**src/rtl/sifh_peak_scan_pkg.sv**
```systemverilog
// Shared defaults and FSM state encoding for the SiFH peak-scan stage.
package sifh_peak_scan_pkg;

  localparam int unsigned BIN_BITS_DEF = 6;
  localparam int unsigned PIX_BITS_DEF = 2;
  localparam int unsigned PEAK_MAX_DEF = 8;

  typedef enum logic [2:0] {
    S_IDLE  = 3'd0,
    S_READ  = 3'd1,
    S_DRAIN = 3'd2,
    S_EMIT  = 3'd3,
    S_FIN   = 3'd4
  } state_e;

endpackage

```
**src/rtl/sifh_peak_scan_if.sv**
```systemverilog
// Histogram RAM ports (read B / clear A) and peak-result handshake of the peak-scan stage.
interface sifh_peak_scan_if
  import sifh_peak_scan_pkg::*;
#(
  parameter int unsigned BIN_BITS = BIN_BITS_DEF,
  parameter int unsigned PIX_BITS = PIX_BITS_DEF,
  parameter int unsigned PEAK_MAX = PEAK_MAX_DEF
);
  localparam int unsigned ADDR_BITS = PIX_BITS + BIN_BITS;

  logic                 rd_en;
  logic [ADDR_BITS-1:0] rd_addr;
  logic [PEAK_MAX-1:0]  rd_data;
  logic                 clr_en;
  logic [ADDR_BITS-1:0] clr_addr;
  logic                 pk_valid;
  logic                 pk_ready;
  logic [PIX_BITS-1:0]  pk_pixel;
  logic [BIN_BITS-1:0]  pk_bin;
  logic [PEAK_MAX-1:0]  pk_count;

  modport master (
    output rd_en, rd_addr, clr_en, clr_addr,
    output pk_valid, pk_pixel, pk_bin, pk_count,
    input  rd_data, pk_ready
  );

  modport slave (
    input  rd_en, rd_addr, clr_en, clr_addr,
    input  pk_valid, pk_pixel, pk_bin, pk_count,
    output rd_data, pk_ready
  );

endinterface

```
**src/rtl/sifh_max_track.sv**
```systemverilog
// Running maximum of one pixel's bin counts: first sample loads, later samples win only if strictly greater.
module sifh_max_track
  import sifh_peak_scan_pkg::*;
#(
  parameter int unsigned BIN_BITS = BIN_BITS_DEF,
  parameter int unsigned PEAK_MAX = PEAK_MAX_DEF
) (
  input  logic                clk,
  input  logic                res,
  input  logic                smp_vld_i,
  input  logic                first_i,
  input  logic [PEAK_MAX-1:0] data_i,
  input  logic [BIN_BITS-1:0] bin_i,
  output logic [PEAK_MAX-1:0] max_cnt_o,
  output logic [BIN_BITS-1:0] max_bin_o
);

  logic [PEAK_MAX-1:0] max_cnt_q, max_cnt_d;
  logic [BIN_BITS-1:0] max_bin_q, max_bin_d;

  // Strict compare keeps the lowest bin on ties.
  always_comb begin
    max_cnt_d = max_cnt_q;
    max_bin_d = max_bin_q;
    if (smp_vld_i && (first_i || (data_i > max_cnt_q))) begin
      max_cnt_d = data_i;
      max_bin_d = bin_i;
    end
  end

  always_ff @(posedge clk or posedge res) begin
    if (res) begin
      max_cnt_q <= '0;
      max_bin_q <= '0;
    end else begin
      max_cnt_q <= max_cnt_d;
      max_bin_q <= max_bin_d;
    end
  end

  assign max_cnt_o = max_cnt_q;
  assign max_bin_o = max_bin_q;

endmodule

```
**src/rtl/sifh_peak_scan.sv**
```systemverilog
// Post-frame scan of the per-pixel histogram RAM: emits each pixel's peak bin and optionally
// clears every bin behind the read pointer so the RAM is clean for the next frame.
module sifh_peak_scan
  import sifh_peak_scan_pkg::*;
#(
  parameter int unsigned BIN_BITS      = BIN_BITS_DEF,
  parameter int unsigned PIX_BITS      = PIX_BITS_DEF,
  parameter int unsigned PEAK_MAX      = PEAK_MAX_DEF,
  parameter int unsigned CLEAR_ON_READ = 1
) (
  input  logic             clk,
  input  logic             res,
  input  logic             start,
  output logic             busy,
  output logic             done,
  sifh_peak_scan_if.master bus
);

  localparam int unsigned ADDR_BITS = PIX_BITS + BIN_BITS;
  localparam bit          CLEAR_EN  = (CLEAR_ON_READ != 0);

  state_e               state_q, state_d;
  logic [PIX_BITS-1:0]  pix_q, pix_d;
  logic [BIN_BITS-1:0]  bin_q, bin_d;
  logic                 busy_q, busy_d;
  logic                 done_q, done_d;
  logic                 rd_en_q, rd_en_d;
  logic [ADDR_BITS-1:0] rd_addr_q, rd_addr_d;
  logic                 pk_valid_q, pk_valid_d;

  // Read-address delay line: tags rd_data with its bin and addresses the clear write.
  logic                 smp_vld_q;
  logic [ADDR_BITS-1:0] smp_addr_q;
  logic                 clr_en_q;
  logic                 first_c;
  logic [PEAK_MAX-1:0]  max_cnt;
  logic [BIN_BITS-1:0]  max_bin;

  assign first_c = (smp_addr_q[BIN_BITS-1:0] == '0);

  sifh_max_track #(
    .BIN_BITS (BIN_BITS),
    .PEAK_MAX (PEAK_MAX)
  ) u_max_track (
    .clk       (clk),
    .res       (res),
    .smp_vld_i (smp_vld_q),
    .first_i   (first_c),
    .data_i    (bus.rd_data),
    .bin_i     (smp_addr_q[BIN_BITS-1:0]),
    .max_cnt_o (max_cnt),
    .max_bin_o (max_bin)
  );

  always_comb begin
    state_d    = state_q;
    pix_d      = pix_q;
    bin_d      = bin_q;
    busy_d     = busy_q;
    done_d     = 1'b0;
    rd_en_d    = 1'b0;
    pk_valid_d = 1'b0;
    case (state_q)
      S_IDLE: begin
        if (start) begin
          state_d = S_READ;
          pix_d   = '0;
          bin_d   = '0;
          busy_d  = 1'b1;
          rd_en_d = 1'b1;
        end
      end
      S_READ: begin
        if (&bin_q) begin
          state_d = S_DRAIN;
        end else begin
          bin_d   = bin_q + BIN_BITS'(1);
          rd_en_d = 1'b1;
        end
      end
      S_DRAIN: begin
        state_d    = S_EMIT;
        pk_valid_d = 1'b1;
      end
      S_EMIT: begin
        if (bus.pk_ready) begin
          if (&pix_q) begin
            state_d = S_FIN;
            done_d  = 1'b1;
          end else begin
            state_d = S_READ;
            pix_d   = pix_q + PIX_BITS'(1);
            bin_d   = '0;
            rd_en_d = 1'b1;
          end
        end else begin
          pk_valid_d = 1'b1;
        end
      end
      S_FIN: begin
        state_d = S_IDLE;
        busy_d  = 1'b0;
      end
      default: begin
        state_d = S_IDLE;
        busy_d  = 1'b0;
      end
    endcase
    rd_addr_d = rd_en_d ? {pix_d, bin_d} : rd_addr_q;
  end

  always_ff @(posedge clk or posedge res) begin
    if (res) begin
      state_q    <= S_IDLE;
      pix_q      <= '0;
      bin_q      <= '0;
      busy_q     <= 1'b0;
      done_q     <= 1'b0;
      rd_en_q    <= 1'b0;
      rd_addr_q  <= '0;
      pk_valid_q <= 1'b0;
      smp_vld_q  <= 1'b0;
      smp_addr_q <= '0;
      clr_en_q   <= 1'b0;
    end else begin
      state_q    <= state_d;
      pix_q      <= pix_d;
      bin_q      <= bin_d;
      busy_q     <= busy_d;
      done_q     <= done_d;
      rd_en_q    <= rd_en_d;
      rd_addr_q  <= rd_addr_d;
      pk_valid_q <= pk_valid_d;
      smp_vld_q  <= rd_en_q;
      smp_addr_q <= rd_addr_q;
      clr_en_q   <= rd_en_q & CLEAR_EN;
    end
  end

  assign busy         = busy_q;
  assign done         = done_q;
  assign bus.rd_en    = rd_en_q;
  assign bus.rd_addr  = rd_addr_q;
  assign bus.clr_en   = clr_en_q;
  assign bus.clr_addr = smp_addr_q;
  assign bus.pk_valid = pk_valid_q;
  assign bus.pk_pixel = pix_q;
  assign bus.pk_bin   = max_bin;
  assign bus.pk_count = max_cnt;

endmodule
```
**src/flat_wrapper.sv**
```systemverilog
// flat-port wrapper written by rule: the top's interface ports become plain ports
module sifh_peak_scan_flat import sifh_peak_scan_pkg::*;
#(
  parameter int unsigned BIN_BITS      = BIN_BITS_DEF,
  parameter int unsigned PIX_BITS      = PIX_BITS_DEF,
  parameter int unsigned PEAK_MAX      = PEAK_MAX_DEF,
  parameter int unsigned CLEAR_ON_READ = 1
)
  (clk, res, start, busy, done, bus_rd_en, bus_rd_addr, bus_clr_en, bus_clr_addr, bus_pk_valid, bus_pk_pixel, bus_pk_bin, bus_pk_count, bus_rd_data, bus_pk_ready);
  sifh_peak_scan_if #(.BIN_BITS(BIN_BITS), .PIX_BITS(PIX_BITS), .PEAK_MAX(PEAK_MAX)) bus_i ();
  input  logic clk;
  input  logic res;
  input  logic start;
  output logic busy;
  output logic done;
  output wire logic [$bits(bus_i.rd_en)-1:0] bus_rd_en;
  output wire logic [$bits(bus_i.rd_addr)-1:0] bus_rd_addr;
  output wire logic [$bits(bus_i.clr_en)-1:0] bus_clr_en;
  output wire logic [$bits(bus_i.clr_addr)-1:0] bus_clr_addr;
  output wire logic [$bits(bus_i.pk_valid)-1:0] bus_pk_valid;
  output wire logic [$bits(bus_i.pk_pixel)-1:0] bus_pk_pixel;
  output wire logic [$bits(bus_i.pk_bin)-1:0] bus_pk_bin;
  output wire logic [$bits(bus_i.pk_count)-1:0] bus_pk_count;
  input wire logic [$bits(bus_i.rd_data)-1:0] bus_rd_data;
  input wire logic [$bits(bus_i.pk_ready)-1:0] bus_pk_ready;
  assign bus_rd_en = bus_i.rd_en;
  assign bus_rd_addr = bus_i.rd_addr;
  assign bus_clr_en = bus_i.clr_en;
  assign bus_clr_addr = bus_i.clr_addr;
  assign bus_pk_valid = bus_i.pk_valid;
  assign bus_pk_pixel = bus_i.pk_pixel;
  assign bus_pk_bin = bus_i.pk_bin;
  assign bus_pk_count = bus_i.pk_count;
  assign bus_i.rd_data = bus_rd_data;
  assign bus_i.pk_ready = bus_pk_ready;
  sifh_peak_scan #(.BIN_BITS(BIN_BITS), .PIX_BITS(PIX_BITS), .PEAK_MAX(PEAK_MAX), .CLEAR_ON_READ(CLEAR_ON_READ)) u_core (.clk(clk), .res(res), .start(start), .busy(busy), .done(done), .bus(bus_i));
endmodule
```
**config.mk**
```make
export PLATFORM = sky130hd
export DESIGN_NAME = sifh_peak_scan_flat
export DESIGN_NICKNAME = d
export VERILOG_FILES = /design/src/rtl/sifh_peak_scan_pkg.sv /design/src/rtl/sifh_peak_scan_if.sv /design/src/rtl/sifh_max_track.sv /design/src/rtl/sifh_peak_scan.sv /design/src/flat_wrapper.sv
export SDC_FILE = /design/constraint.sdc
export NUM_CORES = 1
export LEC_CHECK = 0
export CAP_MARGIN = 5
export CORE_MARGIN = 2
export CORE_UTILIZATION = 43
export DETAILED_ROUTE_END_ITERATION = 7
export MAX_ROUTING_LAYER = met4
export PLACE_DENSITY = 0.7
export SYNTH_ARGS = -nofsm -noshare
export SYNTH_HDL_FRONTEND = slang
export SYNTH_SLANG_ARGS = --single-unit
```
**constraint.sdc**
```tcl
create_clock -name clk -period 3.9 [get_ports clk]
set_clock_uncertainty 0.1 [all_clocks]
set_input_delay 1.17 -clock clk [delete_from_list [all_inputs] [get_ports clk]]
set_output_delay 1.17 -clock clk [all_outputs]
set_load 0.02 [all_outputs]
```
==> results.txt, run 1 <==
In the synthesized netlist, the number of instances is 200. The congestion estimate from routability-driven global placement came to 0.8076. The final-layout fill cell count came out at 442. The number of antenna diodes in the final layout is 0. Of the cells placed in the final design, the portion with a size suffix greater than 1 is 0.1032.

The estimated wirelength of the detail-placed design is 3290 µm. The horizontal die dimension is 75.67 µm. The number of vias per cell after detailed routing is 5.270. In the post-synthesis netlist, the biggest area contributors are sky130_fd_sc_hd__dfrtp_1 (52%), sky130_fd_sc_hd__ha_1 (5.1%), sky130_fd_sc_hd__a221o_1 (4.1%), sky130_fd_sc_hd__a22o_1 (3.6%), sky130_fd_sc_hd__and2_1 (2.5%). STA classifies the critical path startpoint as an input pin.

The final-report max-slew violation count is 0. TritonCTS built the clock tree. Broken down by cell family, the worst path's largest delay share belongs to compound AO/OA/AOI/OAI gates. The floorplan row count came out at 26.

The first global-routing pass estimated 7362 µm of wire. The flow ran to the end, and the final reports show no timing, DRC or antenna violations. The total count of hold-check failures in the final report is 0. The clock reaches the later pin of the worst-skew pair after 0.29 ns. The total routed wirelength is 4503 µm. The layout overhead on the synthesized area came out at 29.18%. After routing, the total negative slack on setup checks comes to 0 ns. The number of cell instances on the worst register-to-register path is 8. The number of gates resized after CTS was 0. The initial antenna violation count was 0.

The most used flip-flop cell after synthesis is sky130_fd_sc_hd__dfrtp_1. The total leakage power is 1.282 nW. The number of buffers added to fix hold violations after cts is 0. The Yosys step of the flow raised 0 warnings. The vertical die dimension is 75.67 µm.

The type of destination of the critical path is a flop. The worst setup path category is in -> reg. The average cell area after synthesis came out at 11.04 µm². In the final routed layout, each cell accounts on average for 13.98 µm. Entering global routing, the biggest net connects 26 pins. Counting every net in the synthesized netlist gives 221. The number of port buffers is 48. The clock period minus final worst setup slack came out at 3.078 ns.

The storage element area came out at 1151 µm². The count of boundary I/O pins came out at 49. In this run, the number of DRC markers left after iteration 0 of detailed routing was 49.

In the finished design, the share of the clock period the worst path needs comes to 0.7893. STA puts the critical path data arrival time at 3.16 ns. After synthesis, the netlist uses 49 different library cells. The worst slack on hold paths is 0.2839 ns. Summing every instance area after synthesis gives 2208 µm². The core region is 5042 µm². In this run the tightest slew margin relative to its limit is 0.3924. CTS built an H-tree with a depth of 2. The critical path goes through clkdlybuf4s50_1, ha_1, nand4_2, o21bai_1, o221ai_2, buf_4, a21o_1, a221o_1. The number of nets in the layout came out at 272. The largest total area in the synthesized netlist belongs to sky130_fd_sc_hd__dfrtp_1. The synthesized design contains 0 enable-type register cells. The TritonCTS buffer count came out at 5. The clock-pin slew on the worst setup and hold paths came out at 0.08 ns. The routed layout has 1697 vias.

The largest stage delay on the critical path came out at 0.44 ns. The floorplan die area came out at 5725 µm². The via count of the first global-routing pass came out at 1602. The power density over the cells is 894.6 nW/µm². The slowest stage cell on the critical path is sky130_fd_sc_hd__clkdlybuf4s50_1. The total congestion overflow after global routing came out at 0.

The number of buffers between clock root and the deepest sink came out at 2. For the worst setup path, the data required time is 3.98 ns. The worst IR drop on VDD is 0.3922 mV.

The proportion of register bits with asynchronous set or reset after synthesis is 1.000. Setup repair after global routing left no endpoint under its margin. The remaining routing DRC violations is 0. The number of failing setup endpoints in the final timing report is 0.

The initial utilization of the core area, before any placement, comes to 0.4380. The number of cells on the critical path is 8. The clock tree root driver cell is sky130_fd_sc_hd__clkbuf_8. The share of Yosys cell area claimed by the top area cell type is 0.5212.

The tightest min-delay check is of the reg -> reg type. The highest clock frequency the design can meet came out at 324.8 MHz. The maximum fanout along the worst path came out at 11.

The number of setup buffers added after CTS came out at 0. The first detailed-routing pass ran for 5 iterations. The register bit total from synthesis came out at 46. The residual antenna-violating net count after detailed routing came out at 0. The global routing usage summed across all routing layers is 0.1756. The number of cells on the worst hold path came out at 0.

The register area share after synthesis came out at 0.5212. The tool flagged a number of max-cap violations equal to 0. Summing all multi-input logic gate instances after layout gives 945.9 µm². For this design, the sink count on the clock tree is 46.

The critical path contains buffers and inverters numbering 2 combined. The transition at the pin with the smallest max-transition slack came out at 0.9058 ns.
==> synthesized netlist by cell type, drive strengths merged, types with 3 or more instances <==
cell type,number
a221o,9
ha,9
buf,7
a21o,5
dfrtp,46
nand2,16
and2,9
nand3,3
and3,4
nor2,13
inv,16
nor3,9
o21ai,8
a22o,9
a21oi,8
==> report_power, final <==
part | switching (W) | total [W] | internal, W | leakage, nW
Sequential | 0.000197 | 0.000891 | 0.000694 | 0.552
Clock | 0.000157 | 0.000320 | 0.000162 | 0.0544
Combinational | 0.000676 | 0.00134 | 0.000666 | 0.675
==> per-stage QoR <==
stage	total power, W	instance area, µm²	worst slack [ns]	util	instances
floorplan	0.001742	2208	1.177	-	200
global placement	0.002221	2748	0.5752	0.5449	314
detailed placement	0.002248	2748	0.5149	0.5449	314
CTS	0.002578	2853	0.8376	0.5658	322
global route	0.002746	2853	0.7444	0.5658	322
finish	0.002552	2853	0.8216	0.5658	322
==> layout make-up <==
class                           count  share of cell area
Timing Repair Buffer               51              0.1763
Inverter                           16             0.02105
Clock buffer                        7             0.03377
Multi-Input combinational cell    131              0.3316
Sequential cell                    46              0.4035
Clock inverter                      1            0.003070
Tap cell                           70             0.03070
==> final timing paths <==
path | startpoint | endpoint | slack [ns]
worst max-delay path | bus_rd_data[7] | u_core.u_max_track.max_cnt_o[7] | 0.82
worst min-delay path | u_core.bus.rd_en | u_core.smp_vld_q | 0.28
worst max register to register | u_core.u_max_track.max_cnt_o[7] | u_core.u_max_track.max_cnt_o[7] | 1.71
worst min register to register | u_core.bus.rd_en | u_core.smp_vld_q | 0.28
max in group asynchronous | res | u_core.u_max_track.max_bin_o[2] | 1.81
min in group asynchronous | res | u_core.bus.clr_addr[7] | 1.16
==> cells in the final DEF, fill, tap and decap left out, drive strengths merged, types with 2 or more instances in the layout <==
cell            n
clkdlybuf4s50  48
dfrtp          46
nand2          16
inv            15
nor2           13
a22o            9
a221o           9
and2            9
ha              9
nor3            9
a21oi           8
o21ai           8
clkbuf          7
a21o            5
and3            4
nand3           3
buf             3
xnor2           2
mux2            2
nor4            2
clkinv          2
nand4           2
o21bai          2
o211a           2
==> metal layers <==
| layer | up-vias | track usage | wire length [µm] |
|---|---|---|---|
| li1 | 821 | - | - |
| met1 | 830 | 0.2318 | 2058 |
| met2 | 40 | 0.2696 | 2216 |
| met3 | 6 | 0.02778 | 170 |
| met4 | 0 | 0.07602 | 57 |
| met5 | - | - | 0 |
==> sequential cells by signal, indices dropped and copies added, names as in the netlist, 2 cells and up <==
name / count
u_core.u_max_track.max_bin_o: 6
u_core.bus.pk_pixel: 2
u_core.bin_q: 6
u_core.bus.rd_addr: 8
u_core.state_q: 3
u_core.bus.clr_addr: 8
u_core.u_max_track.max_cnt_o: 8
==> logic make-up after synthesis <==
family / synth area share
buf+inv: 0.05043
flops: 0.5212
mux: 0.01020
fa+ha+maj: 0.05099
xor+xnor: 0.01190
simple gates: 0.1507
compound gates: 0.2045
No activity file was read; power rests on OpenSTA's default activity.
==> run 2, diff against run 1 <==
--- a/config.mk
+++ b/config.mk
@@ -10,7 +10,7 @@
 export CORE_UTILIZATION = 43
 export DETAILED_ROUTE_END_ITERATION = 7
 export MAX_ROUTING_LAYER = met4
-export PLACE_DENSITY = 0.7
+export PLACE_DENSITY = 0.72
 export SYNTH_ARGS = -nofsm -noshare
 export SYNTH_HDL_FRONTEND = slang
 export SYNTH_SLANG_ARGS = --single-unit
==> constraint.sdc (replaced) <==
create_clock -name clk -period 2.7 [get_ports clk]
set_clock_uncertainty 0.1 [all_clocks]
set_input_delay 0.81 -clock clk [delete_from_list [all_inputs] [get_ports clk]]
set_output_delay 0.81 -clock clk [all_outputs]
set_load 0.02 [all_outputs]
==> results.txt, run 2 (synthesis gave the netlist of run 1 again) <==
The global routing usage summed across all routing layers is 0.1687. The initial antenna violation count was 0. In the final layout, the multi-input gates occupy 947.2 µm². In this run the worst setup path begins at bus_rd_data[5]. The floorplan die area is 5725 µm². Entering global routing, the biggest net connects 47 pins.

In the final layout, the share of cells above drive strength 1 is 0.1308. The core footprint is 5042 µm². The TritonCTS buffer count is 5. During placement, the flow inserted port buffers numbering 48. The final-layout fill cell count is 480.

The storage element area came out at 1151 µm². Setup violations remaining at the end of the flow were counted as 0. The clock period could shrink to 2.609 ns. The worst hold path begins at u_core.bus.rd_en. The number of buffers between clock root and the deepest sink is 2. The type of the tightest min-delay check is reg -> reg. The type of destination of the critical path is a flop.

The wire-length estimate of the detail-placed layout is 3335 µm. The startpoint identified for the worst register-to-register timing path is u_core.bin_q[0]. The floorplan row count is 26. The detailed router finished its first iteration with 48 violations. The number of H-tree branching levels came out at 2. The number of nets in the layout is 281. The TritonCTS sink count came out at 46. The final-report max-slew violation count came out at 0. The flow ran to the end, and the final reports show no timing, DRC or antenna violations. The worst setup path is of the in -> reg kind.

The worst relative slew slack came out at 0.7189. The clock latency on the worst-skew pair is 0.29 ns. The register-to-register path setup slack is 0.59 ns. The maximum fanout along the worst path is 8. The global-route wire length before repair is 7120 µm.

The total leakage power is 1.310 nW. Setup repair after global routing left no endpoint under its margin. The number of cell instances on the worst register-to-register path came out at 6. The data required time at the worst endpoint is 2.78 ns. The tool flagged a number of max-cap violations equal to 0. The number of vias per cell after detailed routing came out at 5.185. The count of boundary I/O pins came out at 49.

The remaining routing DRC violations is 0. The initial utilization of the core area, before any placement, comes to 0.4380. The worst hold path passes through 0 cells. The antenna diode instance count is 0.

The placed standard-cell area is 2828 µm². The clock-pin slew on the worst setup and hold paths is 0.08 ns. The endpoint of the worst hold-timing path is u_core.smp_vld_q. For the pin with the worst max-slew slack, the measured transition is 0.4217 ns. The iteration count of the initial detailed-routing pass came out at 4. The worst register-to-register path ends at u_core.bus.rd_addr[6]. The layout overhead on the synthesized area is 31.73%. The die is 75.67 µm wide. The routed layout has 1711 vias. The total congestion overflow after global routing came out at 0. The library cells used most frequently in the layout, excluding fill and tap cells, are sky130_fd_sc_hd__clkdlybuf4s50_1 (48), sky130_fd_sc_hd__dfrtp_1 (46), sky130_fd_sc_hd__nand2_1 (14), sky130_fd_sc_hd__inv_1 (13), sky130_fd_sc_hd__nor2_1 (12). The residual antenna-violating net count after detailed routing is 0.

The data arrival time at the worst-slack endpoint is 2.69 ns. Wires add up to 4522 µm. The power density over the cells is 1266 nW/µm². For this run, the top clock speed supported by timing is 383.3 MHz. The number of setup buffers added after CTS is 0. Of the available clock period, the critical path in the final layout requires 0.9662. IR analysis of the VDD net gives a maximum drop of 0.4905 mV.

The kind of start point of the critical path is an input pin. The total count of hold-check failures in the final report was 0. The via count of the first global-routing pass came to 1600.

The congestion estimate from routability-driven global placement came to 0.7908. The sum of internal, switching and leakage power is 0.003682 W. The vertical die dimension came out at 75.67 µm. The TritonCTS clock tree is yes.

The average wire length per cell after detail routing is 13.70 µm. The clock tree root driver cell is sky130_fd_sc_hd__clkbuf_8. Leaving out fill and tap cells, the most frequent cell in the layout is sky130_fd_sc_hd__clkdlybuf4s50_1.

With fillers left out, the area of the finished cells amounts to 2909 µm².
==> run 2: how the worst max path moves through the flow <==
stage / to
2_1_floorplan: u_core.u_max_track.max_cnt_o[7]
3_3_place_gp: u_core.u_max_track.max_cnt_o[7]
3_5_place_dp: u_core.u_max_track.max_cnt_o[7]
4_1_cts: u_core.u_max_track.max_cnt_o[7]
5_1_grt: u_core.u_max_track.max_cnt_o[7]
6_report: u_core.u_max_track.max_cnt_o[7]
==> run 2: where the power goes <==
part	switching [W]	leakage [nW]	total [W]	internal [W]
combinational	0.000990	0.721	0.00200	0.00101
clock	0.000218	0.0373	0.000396	0.000178
sequential	0.000280	0.552	0.00128	0.00100
total	0.00149	1.31	0.00368	0.00219
==> run 2: repair_timing <==
| item | CTS | global route |
|---|---|---|
| gates resized for setup | 0 | 2 |
| endpoints found under the setup margin | 0 | 4 |
| hold buffers | 0 | 0 |
==> run 2: cell type report <==
cell class	count	share of cell area
Timing Repair Buffer	60	0.2004
Inverter	16	0.02065
Clock buffer	6	0.02495
Tap cell	70	0.03011
Multi-Input combinational cell	131	0.3256
Clock inverter	1	0.002581
Sequential cell	46	0.3957
==> run 2: per-layer routing <==
metal	track usage	share of wire	wire (µm)	vias to the layer above
li1	-	-	-	840
met1	0.2193	0.46	2071	831
met2	0.2686	0.50	2265	38
met3	0.03571	0.037	167	2
met4	0.04678	0.0038	17	0
met5	-	0	0	-
==> run 2: metrics by stage <==
stage / worst slack (ns) / std cells / setup TNS, ns / hold WS [ns] / utilization
floorplan: 0.3373 / 200 / 0 / 0.3908 / -
global placement: -0.1831 / 323 / -2.134 / 0.2588 / 0.5608
detailed placement: -0.2656 / 323 / -2.663 / 0.2661 / 0.5608
CTS: 0.05328 / 330 / 0 / 0.2878 / 0.5767
global route: 0.01785 / 330 / 0 / 0.2979 / 0.5769
finish: 0.09134 / 330 / 0 / 0.2844 / 0.5769
==> run 2: worst max-delay path, cell delays in order <==
cell                              delay [ns]
sky130_fd_sc_hd__clkdlybuf4s50_1        0.43
sky130_fd_sc_hd__ha_1                   0.33
sky130_fd_sc_hd__a211o_1                0.29
sky130_fd_sc_hd__o211ai_1               0.12
sky130_fd_sc_hd__o21ai_1                0.10
sky130_fd_sc_hd__a21o_2                 0.26
sky130_fd_sc_hd__a221o_1                0.34
